File: src/rtl/counter_pkg.sv
// Shared constants and helpers for the overflow counter and its prescaler.
package counter_pkg;

   localparam logic MODE_WRAP = 1'b0;
   localparam logic MODE_SAT  = 1'b1;

   localparam int DEF_WIDTH    = 4;
   localparam int DEF_PRESCALE = 1;
   localparam int DEF_WRAPW    = 8;

   typedef struct packed {
      logic ovf;
      logic udf;
   } evt_t;

   // Bits needed to hold 0..n-1; never narrower than one bit.
   function automatic int cnt_bits(input int n);
      return (n > 1) ? $clog2(n) : 1;
   endfunction

endpackage

File: src/rtl/tick_prescaler.sv
// Divides enabled cycles by PRESCALE; tick marks the enabled cycle that completes a period.
module tick_prescaler
   import counter_pkg::*;
#(
   parameter int PRESCALE = DEF_PRESCALE
) (
   input  logic clk,
   input  logic rst,
   input  logic adv,
   input  logic clr,
   output logic tick
);

   localparam int             PW   = cnt_bits(PRESCALE);
   localparam logic [PW-1:0]  LAST = PW'(PRESCALE - 1);

   logic [PW-1:0] phase_q, phase_d;

   // tick is internal only; the counter registers everything it drives out.
   always_comb begin
      phase_d = phase_q;
      tick    = 1'b0;
      if (clr) begin
         phase_d = '0;
      end else if (adv) begin
         if (phase_q == LAST) begin
            tick    = 1'b1;
            phase_d = '0;
         end else begin
            phase_d = phase_q + 1'b1;
         end
      end
   end

   always_ff @(posedge clk) begin
      if (rst) phase_q <= '0;
      else     phase_q <= phase_d;
   end

endmodule

File: src/rtl/overflow_counter.sv
// Up/down counter with wrap or saturate behaviour, overflow/underflow pulses,
// sticky flags and a saturating event counter.
module overflow_counter
   import counter_pkg::*;
#(
   parameter int WIDTH    = DEF_WIDTH,
   parameter int PRESCALE = DEF_PRESCALE,
   parameter int WRAPW    = DEF_WRAPW
) (
   input  logic             clk,
   input  logic             rst,
   input  logic             en,
   input  logic             up,
   input  logic             mode,
   input  logic             load,
   input  logic [WIDTH-1:0] load_val,
   input  logic             clr_flags,
   output logic [WIDTH-1:0] count,
   output logic             ovf_pulse,
   output logic             udf_pulse,
   output logic             ovf_sticky,
   output logic             udf_sticky,
   output logic [WRAPW-1:0] wrap_cnt
);

   localparam logic [WIDTH-1:0] CNT_MAX  = {WIDTH{1'b1}};
   localparam logic [WRAPW-1:0] WRAP_MAX = {WRAPW{1'b1}};

   logic             tick;
   logic [WIDTH-1:0] count_q, count_d;
   evt_t             evt_q, evt_d;
   logic             ovf_sticky_q, ovf_sticky_d;
   logic             udf_sticky_q, udf_sticky_d;
   logic [WRAPW-1:0] wrap_cnt_q, wrap_cnt_d;
   logic [WRAPW-1:0] wrap_base;

   // A load resets the prescaler phase and never counts as an enabled cycle.
   tick_prescaler #(
      .PRESCALE (PRESCALE)
   ) u_prescaler (
      .clk  (clk),
      .rst  (rst),
      .adv  (en & ~load),
      .clr  (load),
      .tick (tick)
   );

   always_comb begin
      count_d = count_q;
      evt_d   = '0;
      if (load) begin
         count_d = load_val;
      end else if (tick) begin
         if (up) begin
            if (count_q == CNT_MAX) begin
               evt_d.ovf = 1'b1;
               count_d   = (mode == MODE_SAT) ? CNT_MAX : '0;
            end else begin
               count_d = count_q + 1'b1;
            end
         end else begin
            if (count_q == '0) begin
               evt_d.udf = 1'b1;
               count_d   = (mode == MODE_SAT) ? '0 : CNT_MAX;
            end else begin
               count_d = count_q - 1'b1;
            end
         end
      end
   end

   // Clear is applied first so an event in the same cycle survives it.
   always_comb begin
      ovf_sticky_d = clr_flags ? 1'b0 : ovf_sticky_q;
      udf_sticky_d = clr_flags ? 1'b0 : udf_sticky_q;
      wrap_base    = clr_flags ? '0 : wrap_cnt_q;
      wrap_cnt_d   = wrap_base;
      if (evt_d.ovf) ovf_sticky_d = 1'b1;
      if (evt_d.udf) udf_sticky_d = 1'b1;
      if ((evt_d.ovf || evt_d.udf) && (wrap_base != WRAP_MAX)) begin
         wrap_cnt_d = wrap_base + 1'b1;
      end
   end

   always_ff @(posedge clk) begin
      if (rst) begin
         count_q      <= '0;
         evt_q        <= '0;
         ovf_sticky_q <= 1'b0;
         udf_sticky_q <= 1'b0;
         wrap_cnt_q   <= '0;
      end else begin
         count_q      <= count_d;
         evt_q        <= evt_d;
         ovf_sticky_q <= ovf_sticky_d;
         udf_sticky_q <= udf_sticky_d;
         wrap_cnt_q   <= wrap_cnt_d;
      end
   end

   assign count      = count_q;
   assign ovf_pulse  = evt_q.ovf;
   assign udf_pulse  = evt_q.udf;
   assign ovf_sticky = ovf_sticky_q;
   assign udf_sticky = udf_sticky_q;
   assign wrap_cnt   = wrap_cnt_q;

endmodule
File: config.mk
export PLATFORM = sky130hd
export DESIGN_NAME = overflow_counter
export DESIGN_NICKNAME = d
export VERILOG_FILES = /design/src/rtl/counter_pkg.sv /design/src/rtl/tick_prescaler.sv /design/src/rtl/overflow_counter.sv
export SDC_FILE = /design/constraint.sdc
export NUM_CORES = 1
export LEC_CHECK = 0
export ABC_CLOCK_PERIOD_IN_PS = 2050
export BUFFER_PORTS_ARGS = -buffer_cell sky130_fd_sc_hd__buf_2
export CORE_UTILIZATION = 50
export DETAILED_ROUTE_END_ITERATION = 8
export PLACE_DENSITY = 0.86
export SYNTH_ARGS = -nofsm -noshare
export SYNTH_HDL_FRONTEND = slang
export SYNTH_SLANG_ARGS = --single-unit
File: constraint.sdc
create_clock -name clk -period 2.05 [get_ports clk]
set_input_delay 0.205 -clock clk [delete_from_list [all_inputs] [get_ports clk]]
set_output_delay 0.205 -clock clk [all_outputs]
set_load 0.005 [all_outputs]
Word-level counts from Yosys, hierarchy flattened
Index checks and enable logic that the tools add are counted.

Bits in registers: 17. Input port bits: 11. Output and inout bits: 16. Word-level logic and storage cells: 44.

Add/subtract/negate cells: 4. Eq/ne operators: 2. Mux-type cells: 22. Bitwise logic cells: 2. Reduce and logical (&&, ||, !) cells: 7.

Operators with widths (number): $mux W4 (7); $mux W8 (2); $mux W1 (11); $add A8 B1 Y8 const B (1); $ne A8 B8 Y1 const B (1); $reduce_bool A2 Y1 (3); $add A4 B1 Y4 const B (1); $eq A4 B4 Y1 const B (1); $logic_not A4 Y1 (1); $mux W2 (2); $sub A4 B1 Y4 const B (1); $reduce_or A2 Y1 (1); $add A1 B1 Y1 const B (1); $and A1 B1 Y1 (1); $logic_and A1 B1 Y1 (1); $logic_or A1 B1 Y1 (1); $not A1 Y1 (1).

Logic depth before layout (Yosys ltp)
Depth after elaboration: 9. Mapped depth: 6. Gate-level depth less buffers: 6.

Cells and area by module
A second synthesis with hierarchy kept.

Cells, all modules: 134. Area, all modules: 1099.8 um^2.

Modules (own cells, without submodules): overflow_counter (times used 1, cells an instance 133, area each 1086.0 um^2, seq. area each 320.3 um^2); tick_prescaler (times used 1, cells an instance 1, area each 13.8 um^2, seq. area each 0.0 um^2).

Worst setup path after synthesis
No wires, ideal clock.

Path kind: register to register. Start: register count_q[1] (netlist: count[1]). End: register wrap_cnt_q[6] (netlist: wrap_cnt[6]). Library setup time: 0.070 ns. Data arrival time: 1.712 ns. Required time: 1.980 ns. Setup slack: 0.268 ns. Cell stages (with the launch flop): 7. Buffers on the path: 1. Clock period less this slack: 1.782 ns. Path through: dfxtp_1 > ha_1 > and4_1 > buf_2 > o21ai_2 > or4_1 > a21boi_1.

Cells in the longest elaborated chain, start to end: 8. Elaborated cells between the ends (all ways): 11. Classes of those cells: eq/ne (1); mux (7); reduce/logical (3).

RTL lines: from (decl) (line overflow_counter.sv:30) `logic [WIDTH-1:0] count_q, count_d;`; from (signal assigned) (line overflow_counter.sv:93) `count_q <= count_d;`; $eq A4 B4 Y1 or $logic_not A4 Y1 (tied branches) (line overflow_counter.sv:55, overflow_counter.sv:62); $mux W1, on equally long branches (line overflow_counter.sv:55, overflow_counter.sv:62); $mux W1 (line overflow_counter.sv:54) `if (up) begin`; $mux W2 (*) (line overflow_counter.sv:53) `end else if (tick) begin`; $mux W2 (*) (line overflow_counter.sv:51) `if (load) begin`; $logic_or A1 B1 Y1 (*) (line overflow_counter.sv:80) `if ((evt_d.ovf || evt_d.udf) && (wrap_base != WRAP_MAX)) begin`; $logic_and A1 B1 Y1 (*) (line overflow_counter.sv:80); $mux W8 (*) (line overflow_counter.sv:80); to (signal assigned) (line overflow_counter.sv:97) `wrap_cnt_q <= wrap_cnt_d;`; to (decl) (line overflow_counter.sv:34) `logic [WRAPW-1:0] wrap_cnt_q, wrap_cnt_d;`.

Every way passes the cells marked *; elsewhere a longest branch is shown, timed or not. A chain may end at the register's enable or synchronous reset.

Worst setup path in the final report
Start: register count_q[0] (netlist: count[0]). End: register count_q[0] (netlist: count[0]).

Cells in the longest elaborated chain, start to end: 5. Elaborated cells between the ends (all ways): 9. Classes of those cells: add/sub (2); eq/ne (1); mux (5); reduce/logical (1).

RTL lines: $sub A4 B1 Y4 (tied with other cells) (line overflow_counter.sv:66) `count_d = count_q - 1'b1;`; $mux W4, on equally long branches (line overflow_counter.sv:62, overflow_counter.sv:55); $mux W4 (*) (line overflow_counter.sv:54); $mux W4 (*) (line overflow_counter.sv:53); $mux W4 (*) (line overflow_counter.sv:51).

Every way passes the cells marked *; elsewhere a longest branch is shown, timed or not. The select of a mux whose other input is x is not followed.

==> results.cfg <==
[power_and_ir_drop]
p_per_area_mw_per_mm2 = 546
p_switching_uw = 197
intPower_uw = 491
leakagePower_uw = 0.000483
sequentialPowerShare_pct = 48.3
irDropWorstVdd_v = 0.000422
pwr-share-comb_pct = 20.2
switching_share_pct = 28.6
power_frac_clock_pct = 31.5

[setup_path]
cp-end-kind = flop
startpoint = count[0]
endpoint = count[0]
cp_max_fo = 7
rrSetupSlack_ps = 90
ff2ff_path_depth = 6
start_kind = flop
cp.arrival_ps = 2130
path_class = reg2reg
worstPathRequired_ps = 2230
timing.rr.end = count[0]
timing.rr.start = count[0]

[detailed_routing]
drc = 0
routed-via-count = 1080
drt_iter0_drc = 33
detail_route.first_pass.iterations = 4
wirelength_um = 2560
wire_per_inst_um = 14.2
drtAntennaViolNets = 0
vias_per_cell = 6.00

[timing]
tightest_slew_ps = 429
max_freq_mhz = 511
finalHoldViolCount = 0
slew_headroom_pct = 70.7
final_max_slew_viol_count = 0
fin_worst_skew_ps = 8.25
rsz0062_at_grt = false
setup_violations = 0
finalCriticalPeriod_ps = 1960
setup_ws_ps = 91.8
fin_setup_tns_ps = 0
finalCritPeriodShare_pct = 95.5
hold_ws_ps = 164

[die]
rows = 16
initial_utilization_pct = 53.6
ioPinCount = 27
die-width_um = 47.9
fp.coreArea_mm2 = 0.00196
dieArea_mm2 = 0.00229
die_h_um = 47.9

[clock_network]
h-tree-depth = 1
cts_tree = built
postCtsSetupRepairBufs = 0
numCtsBuffers = 3
root_buffer = clkbuf_4
cts_resized = 0
cts.sinks = 16
cts_hold_buf = 0
cts.path.max_buffers = 2
clk_pin_slew_ps = 100
clkLatencyLatePin_ps = 300

[grt]
grt_max_degree = 16
grt_pass1_vias = 885
antenna_found_initial = 0
grt_pass1_wl_um = 3850
grtUsageTotal_pct = 24.1
overflow = 0

[yosys]
synthTopCellsByArea = dfxtp_1 30%, nand2b_1 4.2%, a21oi_1 3.8%
synth_edf_count = 0
synth_seq_cells = 16
synth_top_area_share_pct = 30.4
syn_inst = 128
synth_nets = 142
netlist-cell-type-count = 47
netlist_area_mm2 = 0.00105
synth_most_common_cell = dfxtp_1
ys_seq_area_share_pct = 30.4
ys.flop_type = dfxtp_1
yosys-top-cells-count = 16 x dfxtp_1, 9 x nand2_1, 8 x a21oi_1
syn_area_per_cell_um2 = 8.22
synth_area_leader_cell = dfxtp_1
yosys_warnings = 0
async_flop_share_pct = 0

[final_layout]
multi_input_area_um2 = 693
final_cell_area_mm2 = 0.00126
antennaDiodeCount = 0
fillers = 169
final-seq-area_um2 = 322
area_delta_synth_final_pct = 19.7
drive_above_1_share_pct = 28.1
nNetsFinal = 168

[min_path]
min_path_type = in2reg

[placement]
placed_area_mm2 = 0.00120
dp_slack_ps = 79.5
routabilityCongestion = 0.874
hpwl_um = 1890
io_buffer_count = 26

[run]
cap_violations = 0

[outcome]
run_status = finished clean
-- flip-flops by register name, indices dropped and copies added, names as in the netlist --
| signal | flops |
|---|---|
| ovf_sticky | 1 |
| udf_sticky | 1 |
| udf_pulse | 1 |
| count | 4 |
| ovf_pulse | 1 |
| wrap_cnt | 8 |
-- per-stage QoR --
stage / cells / total power, uW / util (%)
floorplan: 128 / 425 / -
global placement: 176 / 461 / 61.1
detailed placement: 176 / 467 / 61.1
CTS: 180 / 678 / 62.9
global route: 180 / 729 / 64.2
finish: 180 / 688 / 64.2
-- worst max-delay path: stages (launching register included) --
cell       delay (ps)
dfxtp_1           390
inv_2             120
ha_4              170
or3b_2            470
nor3_1            250
a2111oi_0         130
a2111oi_0         310
-- how the worst min path moves through the flow --
| stage | slack (ps) | from | cells after the start | endpoint |
|---|---|---|---|---|
| floorplan | 300 | rst | 1 | count[0] |
| global placement | 450 | load_val[1] | 2 | count[1] |
| detailed placement | 460 | ovf_sticky | 2 | ovf_sticky |
| CTS | 160 | load_val[1] | 2 | count[1] |
| global route | 150 | load_val[1] | 2 | count[1] |
| finish | 160 | load_val[1] | 2 | count[1] |
-- cell type report --
cell class                 instances  area share [%]
clock buffer                       4            2.88
tap                               27            2.68
inverter                           6            1.79
multi-input combinational         98            55.0
sequential                        16            25.5
timing repair buffer              29            12.1
-- layer usage --
metal	up-vias	routed length, um	global-route usage (%)
li1	532	-	-
met1	501	1110	30.3
met2	39	1250	39.2
met3	8	145	5.66
met4	0	48	10.0
met5	-	0	0
-- cell families (layout without fill, tap and decap cells) --
| group | after synthesis | count (layout) | synth area share, % |
|---|---|---|---|
| compound gates | 42 | 42 | 28.4 |
| xor+xnor | 1 | 1 | 0.832 |
| fa+ha+maj | 3 | 3 | 3.57 |
| buf+inv | 14 | 39 | 5.95 |
| flops | 16 | 16 | 30.4 |
| mux | 1 | 1 | 0.951 |
| simple gates | 51 | 51 | 29.8 |
-- placed cells by master (no fill, tap or decap), types with 2 or more instances in the layout --
master / Yosys / routed
buf_2: 2 / 26
dfxtp_1: 16 / 15
nand2_1: 9 / 9
a21oi_1: 8 / 8
nand2b_1: 7 / 7
nor2b_1: 6 / 6
nor2_1: 6 / 6
o21ai_0: 6 / 6
inv_1: 6 / 5
or3_1: 4 / 4
nand3_1: 3 / 3
o31ai_1: 3 / 3
o211ai_1: 3 / 3
a2111oi_0: 3 / 3
clkbuf_4: 0 / 3
buf_4: 0 / 3
nor3_1: 2 / 2
nand3b_1: 2 / 2
a21boi_0: 2 / 2
o221ai_1: 2 / 2
a211oi_1: 2 / 2
or4_1: 2 / 2
a21boi_1: 2 / 2
-- power groups by stage --
stage                     Clock, uW  Combinational [uW]  Sequential [uW]
after global placement            0                 125              336
after detailed placement          0                 129              337
after floorplan                   0                89.5              335
after CTS                       218                 130              330
after global routing            242                 154              334
final                           217                 139              332
(Power assumes the default switching activity.)
